[src/rtl/data_mem_responder.sv]
// data_mem_responder: shared single-port data RAM serving two cores through
// a req/ack handshake with round-robin arbitration. Each access takes two
// cycles: a grant edge, then a one-cycle ack.
// Optional feature macro: DMEM_STALL_STATS_EN adds per-port contention
// counters (stall_cnt0/stall_cnt1).
module data_mem_responder #(
  parameter int DEPTH  = 256,
  parameter int ADDR_W = 8,
  parameter int DATA_W = 16
) (
  input  logic              clock,
  input  logic              RST,
  input  logic              req0,
  input  logic              write_en0,
  input  logic [ADDR_W-1:0] addr_data_0,
  input  logic [DATA_W-1:0] datain0,
  output logic [DATA_W-1:0] dataout0,
  output logic              ack0,
  input  logic              req1,
  input  logic              write_en1,
  input  logic [ADDR_W-1:0] addr_data_1,
  input  logic [DATA_W-1:0] datain1,
  output logic [DATA_W-1:0] dataout1,
  output logic              ack1
`ifdef DMEM_STALL_STATS_EN
  ,
  output logic [15:0]       stall_cnt0,
  output logic [15:0]       stall_cnt1
`endif
);

  localparam int IDX_W = (DEPTH > 1) ? $clog2(DEPTH) : 1;
  localparam logic [ADDR_W:0] DEPTH_L = DEPTH[ADDR_W:0];

  typedef enum logic {IDLE = 1'b0, ACK = 1'b1} state_t;

  state_t            state_q, state_d;
  logic              prio_q, prio_d;   // port that wins when both are pending
  logic              gnt_q;            // port id latched at the grant edge
  logic [DATA_W-1:0] dataout0_q, dataout1_q;
  logic [DATA_W-1:0] mem [DEPTH];

  logic              pend0, pend1;
  logic              grant, gnt_id;
  logic              sel_we;
  logic [ADDR_W-1:0] sel_addr;
  logic [DATA_W-1:0] sel_wdata;
  logic              in_range;
  logic [IDX_W-1:0]  idx;
  logic [DATA_W-1:0] rd_data;

  // A request is not pending in its own ack cycle, so a held req re-arbitrates.
  assign ack0  = (state_q == ACK) && !gnt_q;
  assign ack1  = (state_q == ACK) &&  gnt_q;
  assign pend0 = req0 && !ack0;
  assign pend1 = req1 && !ack1;

  // Next-state, grant decision and priority update.
  always_comb begin
    state_d = state_q;
    prio_d  = prio_q;
    grant   = 1'b0;
    gnt_id  = 1'b0;
    case (state_q)
      IDLE: begin
        if (pend0 || pend1) begin
          grant   = 1'b1;
          gnt_id  = (pend0 && pend1) ? prio_q : pend1;
          prio_d  = !gnt_id;
          state_d = ACK;
        end
      end
      ACK:     state_d = IDLE;
      default: state_d = IDLE;
    endcase
  end

  // Mux the granted port's request onto the single RAM port.
  always_comb begin
    sel_we    = gnt_id ? write_en1   : write_en0;
    sel_addr  = gnt_id ? addr_data_1 : addr_data_0;
    sel_wdata = gnt_id ? datain1     : datain0;
    in_range  = ({1'b0, sel_addr} < DEPTH_L);
    idx       = sel_addr[IDX_W-1:0];
    rd_data   = in_range ? mem[idx] : '0;
  end

  // Control state: FSM, priority pointer and granted port id.
  always_ff @(posedge clock or posedge RST) begin
    if (RST) begin
      state_q <= IDLE;
      prio_q  <= 1'b0;
      gnt_q   <= 1'b0;
    end else begin
      state_q <= state_d;
      prio_q  <= prio_d;
      if (grant) gnt_q <= gnt_id;
    end
  end

  // Read data registers: only a read granted to that port updates it.
  always_ff @(posedge clock or posedge RST) begin
    if (RST) begin
      dataout0_q <= '0;
      dataout1_q <= '0;
    end else if (grant && !sel_we) begin
      if (gnt_id) dataout1_q <= rd_data;
      else        dataout0_q <= rd_data;
    end
  end

  assign dataout0 = dataout0_q;
  assign dataout1 = dataout1_q;

  // RAM write port; contents survive reset, out-of-range writes are dropped.
  always_ff @(posedge clock) begin
    if (grant && sel_we && in_range && !RST) mem[idx] <= sel_wdata;
  end

`ifdef DMEM_STALL_STATS_EN
  logic [15:0] stall0_q, stall1_q;

  function automatic logic [15:0] sat_inc(input logic [15:0] c);
    return (c == 16'hFFFF) ? c : c + 16'd1;
  endfunction

  // Count IDLE cycles where a port is pending but loses the grant.
  always_ff @(posedge clock or posedge RST) begin
    if (RST) begin
      stall0_q <= '0;
      stall1_q <= '0;
    end else begin
      if (grant && pend0 &&  gnt_id) stall0_q <= sat_inc(stall0_q);
      if (grant && pend1 && !gnt_id) stall1_q <= sat_inc(stall1_q);
    end
  end

  assign stall_cnt0 = stall0_q;
  assign stall_cnt1 = stall1_q;
`endif

endmodule

[config.mk]
export PLATFORM = sky130hd
export DESIGN_NAME = data_mem_responder
export DESIGN_NICKNAME = d
export VERILOG_FILES = /design/src/rtl/data_mem_responder.sv
export SDC_FILE = /design/constraint.sdc
export NUM_CORES = 2
export LEC_CHECK = 0
export CORE_UTILIZATION = 35
export CTS_BUF_LIST = sky130_fd_sc_hd__clkbuf_2 sky130_fd_sc_hd__clkbuf_4 sky130_fd_sc_hd__clkbuf_8
export CTS_CLUSTER_SIZE = 40
export DETAILED_ROUTE_END_ITERATION = 12
export MAX_ROUTING_LAYER = met4
export PLACE_DENSITY = 0.55
export SETUP_SLACK_MARGIN = 0.1
export SYNTH_ARGS = -nofsm -noshare
export SYNTH_HDL_FRONTEND = slang
export SYNTH_SLANG_ARGS = --single-unit
export TNS_END_PERCENT = 1
[constraint.sdc]
create_clock -name clock -period 6.1 [get_ports clock]
set_input_delay 1.525 -clock clock [delete_from_list [all_inputs] [get_ports clock]]
set_output_delay 1.525 -clock clock [all_outputs]
set_load 0.01 [all_outputs]
Word-level counts from Yosys, hierarchy flattened --
Memories as Yosys holds them, arrays and structs flattened. Index checks and enable logic that the tools add are counted.
Storage, ports and cells: memories 1, input port bits 54, output and inout port bits 34, RAM bits 4096, register bits after elaboration 35
Cells by class: muxes and demuxes 11, bitwise logic cells 2, reduce and logical (&&, ||, !) cells 18
Memory list:
- mem | depth 256, bits a word 16, read ports 1, clocked after memory_dff 0, write ports 1, line 41 | logic [DATA_W-1:0] mem [DEPTH];
Operators by type and width (count):
- two-way mux 16 bit | 1
- logical AND 1 bit | 8
- two-way mux 1 bit | 8
- two-way mux 8 bit | 1
- logical NOT 1 bit | 6
- AND reduction 2 bit | 3
- NOT 1 bit | 2
- case mux 1 bit (2 select lines) | 1
- logical OR 1 bit | 1

Logic depth before layout (Yosys ltp) --
depth after elaboration 13, depth in mapped cells 16

Worst setup path after synthesis --
No wires, ideal clock.
path type in2reg, start point in req1, end point mem mem[0][10] (data pin), buffers on the path 6, arrival time 6.544 ns, setup slack -1.267 ns, stages 10, required time 5.277 ns, path through and2b_2 > nand2_1 > buf_2 > buf_1 > buf_1 > buf_1 > clkbuf_1 > clkbuf_1 > nand2_1 > nand2_1
Between the ends: word-level cells in the longest chain between the ends 6
Ends and longest elaborated chain:
- start: declaration | line 19 | input logic req1,
- logical AND 1 bit * | line 56 | assign pend1 = req1 && !ack1;
- logical AND 1 bit | line 68 | gnt_id = (pend0 && pend1) ? prio_q : pend1;
- two-way mux 1 bit | line 68
- two-way mux 1 bit * | line 66 | if (pend0 || pend1) begin
- two-way mux 1 bit * | line 64 | case (state_q)
- two-way mux 16 bit * | line 82 | sel_wdata = gnt_id ? datain1 : datain0;
- via sel_wdata[10] | line 47 | logic [DATA_W-1:0] sel_wdata;
- end: declaration | line 41
The timed path passes the listed nets; every way through them passes the cells marked *.

Worst setup path after layout --
start point in req1, end point reg dataout0_q[8], in the netlist dataout0[8]
Between the ends: word-level cells in the longest chain between the ends 9
Ends and longest elaborated chain:
- logical AND 1 bit * | line 56
- branches (longest 8 deep; another with memory read (256 x 16 bit))
- end signal: assignment | line 108 | else dataout0_q <= rd_data;
- end: declaration | line 40 | logic [DATA_W-1:0] dataout0_q, dataout1_q;
Mark *: on every way between the ends. A chain may end at the register's enable or synchronous reset.

==> impl_metrics.tcl <==
set metrics [dict create \
    fin_cells 20460 \
    cts_made_buffers 690 \
    cts_root_buf "clkbuf_8" \
    powerDensity_mw_per_mm2 318.2 \
    utilization_pct 43.06 \
    finalMaxSlewViolations 2 \
    cts.sinks 4131 \
    reg2reg_depth 14 \
    synth_cells 11930 \
    ys_ff_latch 4131 \
    cts_tree "yes" \
    end_kind "flip-flop" \
    cts_buffer_depth 4 \
    synth_fp_nets 11980 \
    yosysSeqAreaShare_pct 71.87 \
    multi_input_area_mm2 0.04544 \
    overflow 0 \
    place.gp.congestion 0.9836 \
    final_cell_mix "edfxtp_1, nand2_1, buf_4" \
    nFillCells 43950 \
    finalClockSkew_ns 0.07478 \
    vdd_ir_drop_max_v 0.0002185 \
    cts.clk_slew.worst_paths_ns 0.06 \
    worst_pin_slew_ns 1.595 \
    ff2ff_setup_slack_ns 0.35 \
    post-route-period-util_pct 100.7 \
    critPathKind "in2reg" \
    drive_above_1_share_pct 24.12 \
    hold_path_depth 2 \
    setup_viol 2 \
    postSynthAreaPerCell_um2 14.45 \
    status "complete, but fails checks" \
    final_common_cell "edfxtp_1" \
    crit_family "compound AO/OA/AOI/OAI gates" \
    via_count 124900 \
    rsz0062_at_grt "no" \
    drtAntennaViolNets 0 \
    leakage_uw 0.07086 \
    period_needed_ns 6.142 \
    drtPass1Iterations 8 \
    path_max_fanout 32 \
    yosysTopAreaCellShare_pct 71.36 \
    maxCapViolations 2 \
    dp.final_hpwl_um 485000 \
    slowest_stage "a2111oi_0" \
    layout_setup_ws_ns -0.04209 \
    die_x_um 703.8 \
    violations "capacitance limit, slew limit, setup timing" \
    grt_max_degree 105 \
    synth_top_area_cell "edfxtp_1" \
    dieArea_mm2 0.4953 \
    die_h_um 703.8 \
    ys.flop_type "edfxtp_1" \
    synth_area_leaders "edfxtp_1, a211oi_1, nand2_1" \
    cp_cell_sequence "clkdlybuf4s50_1 > buf_4 > and2b_4 > buf_4 > nand3_4 > nand2_8 > buf_12 > o21ai_0 > a2111oi_0 > buf_4 > nand4_1 > buf_4 > o41ai_2 > buf_4 > nand3_1 > o22a_1" \
    grt_pass1_vias 116600 \
    ctsResizeCount 0 \
    remaining_drc_errors 0 \
    htree_levels 6 \
    synth-edff-count 4096 \
    synthToLayoutAreaGrowth_pct 22.42 \
    drtIter0Drc 19780 \
    worstPathRequired_ns 7.29 \
    cp.arrival_ns 7.33 \
    crit_buf_inv 7 \
    cpMostUsedCell "buf_4" \
    slowest_delay_ns 1.14 \
    synth_warnings 0 \
    seq_area_mm2 0.1239 \
    min_to "gnt_q$_DFFE_PP0P_" \
    r2r-end "dataout0[8]$_DFFE_PP0P_" \
    routed_wl_um 729100 \
    post-cts-setup-buffers 0 \
    ys_types 88 \
    min_from "gnt_q$_DFFE_PP0P_" \
    clk_latency_ns 1.31 \
    gr-usage-all-layers_pct 29.52 \
    rr_startpoint "state_q$_DFF_PP0_" \
    portBuffers 87 \
    power_uw 67140 \
    min_path_type "reg2reg" \
    fmax_mhz 162.8 \
    async_reset_ff_share_pct 0.8473 \
    vias_per_cell 6.107 \
    cts_hold_buf 0 \
    start_kind "primary input" \
    grt_pass1_wl_um 987100 \
    nets 13440 \
    dp_cells 19170 \
    synth_area_mm2 0.1724 \
    num_rows 257 \
    initial_core_util_pct 35.17 \
    io_pins 88 \
    finalHoldViolCount 0 \
    wl_per_cell_um 35.63 \
    grt_antenna_before_repair 57 \
    max_slew_margin_pct -7.852 \
    coreArea_mm2 0.4901 \
]
[power by group]
part           total, uW  switching [uW]  internal, uW
sequential         32300             321         31900
clock              24400           11700         12700
combinational      10500            7200          3310
total              67100           19200         47900
[logic make-up after synthesis]
family	after synthesis	synth area share [%]
simple gates	3722	10.41
compound gates	2662	11.54
buf+inv	1032	2.546
mux	383	3.629
flops	4131	71.87
[stage by stage]
step                worst slack, ns  hold slack, ns  TNS (ns)  instance area (um^2)
floorplan                   -0.9712          0.4624  -1988.97                172400
global placement             -1.481          0.5303    -11.92                197600
detailed placement           -1.183          0.5310    -9.614                197600
CTS                          0.1338          0.5204         0                210800
global route                 0.1259          0.5633         0                211000
finish                     -0.04209          0.5432  -0.06477                211000
[layer usage]
layer / up-vias / track usage [%] / routed length (um)
li1: 50320 / - / -
met1: 64220 / 38.25 / 276100
met2: 8755 / 42.96 / 318700
met3: 1643 / 7.508 / 89010
met4: 0 / 14.99 / 45240
met5: - / - / 0
[flip-flops by register name (all words and copies together), names as in the netlist]
signal / count
state_q: 1
mem: 4096
prio_q: 1
gnt_q: 1
dataout1: 16
dataout0: 16
[how the worst max path moves through the flow]
| stage | endpoint | start | cells after the start | slack, ns |
|---|---|---|---|---|
| floorplan | mem[0][0]$_DFFE_PP_ | req1 | 9 | -0.97 |
| global placement | dataout0[12]$_DFFE_PP0P_ | req1 | 17 | -1.48 |
| detailed placement | dataout0[8]$_DFFE_PP0P_ | req1 | 16 | -1.18 |
| CTS | dataout0[8]$_DFFE_PP0P_ | req1 | 16 | 0.13 |
| global route | dataout0[8]$_DFFE_PP0P_ | req1 | 16 | 0.13 |
| finish | dataout0[8]$_DFFE_PP0P_ | req1 | 16 | -0.04 |
[worst register-to-register path: stages (launching register included)]
cell and delay (ns):
dfrtp_1 0.45, and2b_4 0.41, buf_4 0.23, nand3_4 0.17, nand2_8 0.28, buf_12 0.30, o21ai_0 0.28, a2111oi_0 1.14
buf_4 0.27, nand4_1 0.23, buf_4 0.23, o41ai_2 0.76, buf_4 0.25, nand3_1 0.34, o22a_1 0.32
[synthesized netlist by cell type, types with 42 or more instances]
library cell	number
a2111oi_0	49
a211oi_1	894
a21oi_1	164
a22oi_1	241
a311o_1	63
a311oi_1	278
a31oi_1	155
a32oi_1	69
and3_1	615
buf_1	142
buf_2	318
clkbuf_1	538
edfxtp_1	4096
mux2i_1	158
mux4_2	190
nand2_1	1650
nand2b_1	550
nand3_1	376
nand4_1	50
nor2_1	343
nor4_1	42
o211ai_1	57
o21a_1	65
o21ai_0	183
o22ai_1	125
o32ai_1	48
[area by class of cell]
class                   instances  area share [%]
repair buffers               1793           9.554
multi-input cells            6767           21.54
inverters                       7         0.01245
diodes                         68         0.08064
well taps                    6475           3.839
clock inverters               257          0.7483
clock buffers                 961           5.524
flip-flops and latches       4131           58.71
(Power assumes the default switching activity.)
